[config.mk]
export PLATFORM = sky130hd
export DESIGN_NAME = mem_port_arb
export DESIGN_NICKNAME = d
export VERILOG_FILES = /design/src/rtl/mem_port_arb.sv
export SDC_FILE = /design/constraint.sdc
export NUM_CORES = 1
export LEC_CHECK = 0
export BUFFER_PORTS_ARGS = -buffer_cell sky130_fd_sc_hd__buf_2
export CAP_MARGIN = 20
export CORE_AREA = 2 2 110 112
export CTS_CLUSTER_DIAMETER = 80
export DETAILED_ROUTE_END_ITERATION = 8
export DIE_AREA = 0 0 112 114
export MAX_ROUTING_LAYER = met4
export PLACE_DENSITY = 0.51
export SYNTH_ARGS = -nofsm -noshare
export SYNTH_HDL_FRONTEND = slang
export SYNTH_SLANG_ARGS = --single-unit
[constraint.sdc]
create_clock -name clk -period 5 [get_ports clk]
set_clock_uncertainty 0.15 [all_clocks]
set_input_delay 1 -clock clk [delete_from_list [all_inputs] [get_ports clk]]
set_output_delay 1 -clock clk [all_outputs]
set_load 0.05 [all_outputs]
[src/rtl/mem_port_arb.sv]
// Two-requester round-robin arbiter sharing one memory port between fetch (IFU) and LSU.
// Responses return in order and are steered by an owner FIFO; only state is registered.
module mem_port_arb #(
    parameter int ADDR_W = 32,
    parameter int DATA_W = 32,
    parameter int OUTST  = 2
) (
    input  logic                clk,
    input  logic                rst,

    input  logic                ifu_req_vld,
    output logic                ifu_req_rdy,
    input  logic [ADDR_W-1:0]   ifu_req_addr,
    output logic                ifu_rsp_vld,
    input  logic                ifu_rsp_rdy,
    output logic [DATA_W-1:0]   ifu_rsp_data,
    output logic                ifu_rsp_err,

    input  logic                lsu_req_vld,
    output logic                lsu_req_rdy,
    input  logic [ADDR_W-1:0]   lsu_req_addr,
    input  logic                lsu_req_we,
    input  logic [DATA_W-1:0]   lsu_req_wdata,
    input  logic [DATA_W/8-1:0] lsu_req_wstrb,
    output logic                lsu_rsp_vld,
    input  logic                lsu_rsp_rdy,
    output logic [DATA_W-1:0]   lsu_rsp_data,
    output logic                lsu_rsp_err,

    output logic                mem_req_vld,
    input  logic                mem_req_rdy,
    output logic [ADDR_W-1:0]   mem_req_addr,
    output logic                mem_req_we,
    output logic [DATA_W-1:0]   mem_req_wdata,
    output logic [DATA_W/8-1:0] mem_req_wstrb,
    input  logic                mem_rsp_vld,
    output logic                mem_rsp_rdy,
    input  logic [DATA_W-1:0]   mem_rsp_data,
    input  logic                mem_rsp_err
);

    localparam int CNT_W = $clog2(OUTST + 1);
    localparam int PTR_W = (OUTST > 1) ? $clog2(OUTST) : 1;
    localparam logic [CNT_W-1:0] FULL_CNT = CNT_W'(OUTST);
    localparam logic [PTR_W-1:0] LAST_PTR = PTR_W'(OUTST - 1);

    typedef enum logic {
        REQ_IFU = 1'b0,
        REQ_LSU = 1'b1
    } req_id_t;

    req_id_t          last_grant;
    req_id_t          lock_owner;
    req_id_t          grant;
    req_id_t          head;
    req_id_t          owner_mem [OUTST];
    logic             lock;
    logic             rst_q;
    logic             active;
    logic             not_full;
    logic             empty;
    logic             gnt_vld;
    logic             req_hs;
    logic             rsp_hs;
    logic [CNT_W-1:0] count;
    logic [PTR_W-1:0] wr_ptr;
    logic [PTR_W-1:0] rd_ptr;

    function automatic logic [PTR_W-1:0] ptr_next(input logic [PTR_W-1:0] p);
        return (p == LAST_PTR) ? '0 : p + 1'b1;
    endfunction

    // Handshakes are suppressed in the reset cycle and the one after it.
    always_comb begin
        active   = !rst && !rst_q;
        not_full = count < FULL_CNT;
        empty    = count == '0;
        head     = owner_mem[rd_ptr];

        grant = REQ_IFU;
        if (lock)
            grant = lock_owner;
        else if (ifu_req_vld && lsu_req_vld)
            grant = (last_grant == REQ_IFU) ? REQ_LSU : REQ_IFU;
        else if (lsu_req_vld)
            grant = REQ_LSU;

        gnt_vld       = (grant == REQ_LSU) ? lsu_req_vld : ifu_req_vld;
        mem_req_vld   = active && gnt_vld && not_full;
        ifu_req_rdy   = active && (grant == REQ_IFU) && not_full && mem_req_rdy;
        lsu_req_rdy   = active && (grant == REQ_LSU) && not_full && mem_req_rdy;
        mem_req_addr  = (grant == REQ_LSU) ? lsu_req_addr : ifu_req_addr;
        mem_req_we    = (grant == REQ_LSU) && lsu_req_we;
        mem_req_wdata = (grant == REQ_LSU) ? lsu_req_wdata : '0;
        mem_req_wstrb = (grant == REQ_LSU) ? lsu_req_wstrb : '0;

        ifu_rsp_vld  = active && !empty && (head == REQ_IFU) && mem_rsp_vld;
        lsu_rsp_vld  = active && !empty && (head == REQ_LSU) && mem_rsp_vld;
        mem_rsp_rdy  = active && !empty && ((head == REQ_LSU) ? lsu_rsp_rdy : ifu_rsp_rdy);
        ifu_rsp_data = mem_rsp_data;
        lsu_rsp_data = mem_rsp_data;
        ifu_rsp_err  = mem_rsp_err;
        lsu_rsp_err  = mem_rsp_err;

        req_hs = mem_req_vld && mem_req_rdy;
        rsp_hs = mem_rsp_vld && mem_rsp_rdy;
    end

    always_ff @(posedge clk) begin
        if (rst) begin
            rst_q      <= 1'b1;
            last_grant <= REQ_IFU;
            lock_owner <= REQ_IFU;
            lock       <= 1'b0;
            count      <= '0;
            wr_ptr     <= '0;
            rd_ptr     <= '0;
        end else begin
            rst_q <= 1'b0;
            if (req_hs) begin
                owner_mem[wr_ptr] <= grant;
                wr_ptr            <= ptr_next(wr_ptr);
                last_grant        <= grant;
                lock              <= 1'b0;
            end else if (mem_req_vld) begin
                lock       <= 1'b1;
                lock_owner <= grant;
            end
            if (rsp_hs)
                rd_ptr <= ptr_next(rd_ptr);
            if (req_hs && !rsp_hs)
                count <= count + 1'b1;
            else if (!req_hs && rsp_hs)
                count <= count - 1'b1;
        end
    end

endmodule

==> flow_summary_export.csv, run 1 <==
group,metric,value,unit
status,status,"complete, no violations",
global_routing,grt_overflow_total,0,
yosys,synth-main-ff-cell,"dfxtp_1",
run,cap_violations,0,
cells_and_area,regArea,240,um^2
power_and_ir_drop,power_frac_seq,16.6,%
routing,num_vias,1759,
power_and_ir_drop,switching_share,48.3,%
cells_and_area,layout_commonest_cell,"buf_2",
yosys,synth_top_cell_by_area,"buf_4",
yosys,syn_nets,344,
die,die_h,114,um
setup_path,worstPathArrival,2.44,ns
placed_design,place_inst,459,
yosys,synth_area_leaders,"buf_4, mux2_2, nor2b_1, dfxtp_1, edfxtp_1",
yosys,ys_async_sr_fraction,0,%
yosys,ys_types,29,
routing,dr.pass1.iters,4,
die,coreArea,11700,um^2
cts,cts_buffers,3,
power_and_ir_drop,pwr-share-clk,24.6,%
power_and_ir_drop,intPower,0.310,mW
placed_design,port_buffers,183,
cts,cts_setup_buffers,0,
setup_path,required,3.85,ns
yosys,synth_edf_count,2,
timing,slew_violations,0,
worst_hold_path,hp-class,"reg2reg",
yosys,seq_area_frac_synth,14.4,%
timing,relSlewSlack,71.6,%
placed_design,dpl.hpwl,4550,um
yosys,syn_avg_cell_area,8.32,um^2
yosys,netlist_instances,201,
power_and_ir_drop,leakagePower,1.22,nW
die,die_w,112,um
setup_path,critPathMaxFanout,36,
yosys,yosysWarnings,0,
cells_and_area,layoutNonFillerInstCount,463,
routing,wl_per_cell,11.5,um
timing,setup_violations,0,
routing,viasPerCell,3.80,
routing,antenna_left,0,
power_and_ir_drop,ir_worst_vdd,0.0994,mV
die,initial_core_util,14.3,%
yosys,syn_area,1670,um^2
yosys,synth_top_area_share,29.6,%
power_and_ir_drop,p_total,0.599,mW
cts,clk_latency,0.24,ns
timing,fin_crit,3.59,ns
cts,cts_resized,0,
timing,rsz0062_at_grt,"no",
cts,cts_sinks,11,
cts,cts_tree,"built",
global_routing,grt_start_max_net_pins,38,
global_routing,grt_pass1_vias,1516,
cts,clk_path_buf_depth,2,
cells_and_area,drive_above_1_share,71.8,%
global_routing,track_usage,6.97,%
cells_and_area,diodes,0,
cts,htree_num_levels,1,
timing,timing.fmax,0.278,GHz
routing,drt_iter0_markers,40,
routing,wl_met3,602,um
routing,wirelength,5310,um
routing,top_layer,"met4",
yosys,yosys_register_bits,11,
cells_and_area,final_cell_mix,"buf_2, nor2b_1, mux2_2, dfxtp_1, nor2_1",
timing,hold_violations,0,
die,row_count,40,
cts,cts-root-buf,"clkbuf_16",
cells_and_area,nNetsFinal,460,
setup_path,startpoint_type,"primary input",
timing,fin_setup_tns,0,ns
global_routing,grt_pass1_wl,7020,um
power_and_ir_drop,cellPowerDensity,255,nW/um^2
power_and_ir_drop,switching_power,0.289,mW
cells_and_area,fillerInstances,1315,
setup_path,end_kind,"output port",
placed_design,gp_congestion,0.746,
cts,clk_transition_reported_paths,0.04,ns
routing,wl_met1,1790,um
timing,tightest_slew,0.423,ns
power_and_ir_drop,p_comb_share,58.8,%
timing,fin_crit_sh,71.9,%
die,dieArea,12800,um^2
routing,route.detailed.drc,0,
cells_and_area,final_util,20.0,%
routing,wl_met2,2820,um
setup_path,path_class,"in2out",
cells_and_area,multi_input_area,903,um^2
cts,cts-hold-fix-buffers,0,
die,ios,283,
global_routing,antenna_found_initial,0,
cells_and_area,syn_to_final_growth,40.2,%
[power by group through the flow]
stage	sequential (mW)	combinational, mW	clock [mW]
floorplan	0.0999	0.401	0
global placement	0.101	0.351	0
detailed placement	0.101	0.353	0
CTS	0.0994	0.354	0.150
global route	0.100	0.369	0.156
finish	0.0995	0.352	0.147
[per-stage QoR]
stage | area, um^2 | setup WS, ns | hold slack (ns)
finish | 2340 | 1.41 | 0.333
global route | 2340 | 1.29 | 0.370
CTS | 2340 | 1.41 | 0.337
detailed placement | 2270 | 1.41 | 0.328
global placement | 2270 | 1.46 | 0.322
floorplan | 1670 | 1.12 | 0.299
[state kept, by name, indices dropped and copies added (netlist names), named ones only]
name and flops:
count 2, last_grant 1, lock 1, lock_owner 1, owner_mem 2, rd_ptr 1, rst_q 1, wr_ptr 1
[area by class of cell]
type	count	area share, %
Timing Repair Buffer	185	39.7
Multi-Input combinational cell	114	38.5
Sequential cell	11	10.2
Tap cell	147	7.84
Clock buffer	4	3.36
Inverter	2	0.320
[final timing paths]
check                           slack (ns)                       to  cells past startpoint                    start
worst min register to register        0.33  last_grant$_SDFFE_PP0P_                      2  last_grant$_SDFFE_PP0P_
worst min-delay path                  0.33  last_grant$_SDFFE_PP0P_                      2  last_grant$_SDFFE_PP0P_
worst max-delay path                  1.41          mem_req_addr[6]                      6              ifu_req_vld
worst max register to register        2.53    count[1]$_SDFFE_PP0P_                      6    count[1]$_SDFFE_PP0P_
[Yosys cell counts, types with 2 or more instances]
| master | n |
|---|---|
| nand2b_1 | 2 |
| nand2_1 | 3 |
| mux2_2 | 32 |
| o21ai_0 | 3 |
| nor2_1 | 6 |
| and2_1 | 2 |
| mux2i_1 | 5 |
| buf_2 | 4 |
| edfxtp_1 | 2 |
| nor2b_1 | 37 |
| nor3_1 | 4 |
| nor4_1 | 3 |
| a21oi_1 | 4 |
| clkbuf_1 | 4 |
| xor2_1 | 2 |
| buf_4 | 66 |
| dfxtp_1 | 9 |
| inv_1 | 2 |
[critical path, stage by stage]
cell,delay (ns)
buf_2,0.13
nand2_1,0.10
a31oi_4,0.19
buf_4,0.39
mux2_2,0.39
buf_2,0.21
[routing by layer]
metal | vias to the layer above | GRT usage (%)
met5 | - | -
met4 | 0 | 3.01
met3 | 16 | 1.97
met2 | 139 | 12.7
met1 | 775 | 6.99
li1 | 829 | -
[cells by family (layout without fill, tap and decap cells)]
family | Yosys count | after routing | share of synthesized area [%]
flip-flops | 11 | 11 | 14.4
buffers and inverters | 76 | 191 | 32.2
AO/OA/AOI/OAI | 10 | 10 | 3.81
XOR/XNOR | 2 | 2 | 1.05
AND/OR/NAND/NOR | 64 | 64 | 23.3
adder cells (fa/ha/maj) | 1 | 1 | 0.748
multiplexers | 37 | 37 | 24.5
No activity file was read; power rests on OpenSTA's default activity.
==> run 2: changes to the inputs <==
Settings changed: ABC_AREA set to 1, PLACE_DENSITY 0.51 to 0.52.
Clock period 5 ns to 3.6 ns, I/O delays scaled along.
==> run 2 against run 1 <==
  * Wire length grew 18%
  * Critical endpoint is now mem_req_addr[7]
  * Design area grew 3.7%
  * Largest cell class unchanged
  * Clock power rose by 39%
  * Via count rose by 16%
  * Hold slack better by 0.013 ns
  * Critical path type unchanged
  * Non-clock buffer count grew 1
  * Largest power group unchanged
  * Utilization grew 0.74 points
==> flow_summary_export.csv, run 2 <==
group,metric,value,unit
yosys,synth_top_area_share,28.1,%
power_and_ir_drop,ir_worst_vdd,0.184,mV
routing,route.detailed.drc,0,
power_and_ir_drop,p_total,0.854,mW
cts,cts-root-buf,"clkbuf_16",
routing,num_vias,2038,
setup_path,worstReg2RegStart,"lock$_SDFFE_PP0N_",
yosys,syn_avg_cell_area,5.42,um^2
cts,clk_latency,0.24,ns
timing,relSlewSlack,71.1,%
die,row_count,40,
yosys,syn_area,1760,um^2
yosys,yosys_register_bits,11,
timing,hold_violations,0,
status,status,"complete, no violations",
cells_and_area,fillerInstances,1391,
cells_and_area,layout_commonest_cell,"buf_2",
yosys,seq_area_frac_synth,13.6,%
setup_path,worstPathArrival,2.14,ns
worst_hold_path,hold_start,"last_grant$_SDFFE_PP0P_",
global_routing,grt_start_max_net_pins,41,
timing,fin_crit,3.01,ns
cts,cts_setup_buffers,0,
run,cap_violations,0,
cells_and_area,nNetsFinal,583,
cells_and_area,diodes,0,
setup_path,path_class,"in2out",
cells_and_area,design_area,2430,um^2
die,coreArea,11700,um^2
cts,cts_resized,0,
die,initial_core_util,15.1,%
placed_design,gp_congestion,0.809,
setup_path,critPathMaxFanout,40,
die,dieArea,12800,um^2
yosys,yosysMostFrequentCell,"nand2_1",
routing,viasPerCell,3.48,
cells_and_area,final_cell_mix,"buf_2, nand2_1, inv_1, nor2_1, dfxtp_1",
timing,rsz0062_at_grt,"no",
placed_design,placed_cell_area,2350,um^2
cts,cts_sinks,11,
die,die_h,114,um
global_routing,antenna_found_initial,0,
setup_path,end_kind,"output port",
cts,cts_tree,"built",
cells_and_area,syn_to_final_growth,37.9,%
cts,cts-hold-fix-buffers,0,
global_routing,grt_pass1_vias,1820,
cells_and_area,top_regs,"count x2, owner_mem x2",
cts,clk_transition_reported_paths,0.04,ns
global_routing,track_usage,8.87,%
worst_hold_path,hp-class,"reg2reg",
routing,wl_per_cell,10.6,um
timing,setup_violations,0,
cts,htree_num_levels,1,
yosys,yosys-top-cells-count,"nand2_1, buf_4, inv_1, nor2_1, buf_2",
cts,cts_buffers,3,
timing,tightest_slew,0.433,ns
global_routing,grt_overflow_total,0,
routing,dr.pass1.iters,4,
placed_design,port_buffers,183,
setup_path,startpoint_type,"primary input",
power_and_ir_drop,cellPowerDensity,351,nW/um^2
routing,drt_iter0_markers,80,
cells_and_area,drive_above_1_share,45.3,%
power_and_ir_drop,leakagePower,1.66,nW
yosys,ys_async_sr_fraction,0,%
yosys,synth_top_cell_by_area,"buf_4",
yosys,synth_area_leaders,"buf_4, nand2_1, inv_1, dfxtp_1, nor2_1",
global_routing,grt_pass1_wl,8800,um
yosys,syn_nets,468,
yosys,synth_edf_count,2,
yosys,yosysWarnings,0,
yosys,ys_types,23,
die,die_w,112,um
die,ios,283,
cts,clk_path_buf_depth,2,
routing,wirelength,6240,um
yosys,netlist_instances,325,
timing,slew_violations,0,
timing,fin_setup_tns,0,ns
timing,timing.fmax,0.332,GHz
timing,timing.hold.ws,0.346,ns
timing,fin_crit_sh,83.6,%
setup_path,cp-startpoint,"ifu_req_vld",
placed_design,dpl.hpwl,5260,um
routing,antenna_left,0,
yosys,synth-main-ff-cell,"dfxtp_1",
setup_path,required,2.73,ns
[run 2: cell count changes after synthesis, sizes merged, moves of 4 or more]
cell | before | now
buf | 70 | 76
clkbuf | 4 | 0
inv | 2 | 56
mux2 | 32 | 0
mux2i | 5 | 0
nand2 | 3 | 113
nand3 | 0 | 4
nor2 | 7 | 48
nor2b | 37 | 0
[run 2: final cells by class]
class / instances / area, um^2 / share of cell area (%)
Timing Repair Buffer: 186 / 951 / 39.1
Multi-Input combinational cell: 182 / 767 / 31.5
Sequential cell: 11 / 240 / 9.88
Inverter: 56 / 210 / 8.65
Tap cell: 147 / 184 / 7.57
Clock buffer: 4 / 78.8 / 3.24
[run 2: worst paths after layout]
check / endpoint / slack [ns] / depth (start not counted)
setup reg to reg: count[1]$_SDFFE_PP0P_ / 1.21 / 13
hold / removal: last_grant$_SDFFE_PP0P_ / 0.35 / 2
hold reg to reg: last_grant$_SDFFE_PP0P_ / 0.35 / 2
setup / recovery: mem_req_addr[7] / 0.59 / 9
[run 2: worst max-delay path, stage by stage]
cell and delay (ns):
buf_2 0.09, nand2_1 0.06, nand3_2 0.09, nand2_4 0.13, inv_2 0.37, buf_12 0.26
nand2_1 0.07, nand2_1 0.06, buf_2 0.25
[run 2: cells by family (layout without fill, tap and decap cells)]
group	Yosys count	in the layout	share of synthesized area (%)
AND/OR/NAND/NOR	170	170	38.5
buffers and inverters	132	246	42.9
flip-flops	11	11	13.6
AO/OA/AOI/OAI	10	10	3.76
adder cells (fa/ha/maj)	1	1	0.710
XOR/XNOR	1	1	0.497
[run 2: stage by stage]
stage               setup slack (ns)  cells  utilization (%)
global route                   0.402    586             20.8
global placement               0.579    582             20.1
detailed placement             0.548    582             20.1
CTS                            0.542    586             20.8
finish                         0.591    586             20.8
floorplan                      0.488    325                -
[run 2: power by group]
group,switching [mW],leakage [nW],internal [mW]
clock network,0.0559,0.0382,0.149
registers,0.00244,0.0916,0.132
logic,0.385,1.53,0.129
[run 2: per-layer routing]
metal / global-route usage, % / wire, um / part of all wire [%]
met3: 3.13 / 734 / 12
met4: 2.68 / 89 / 1.4
met2: 15.6 / 2930 / 47
met5: - / 0 / 0
met1: 9.46 / 2490 / 40
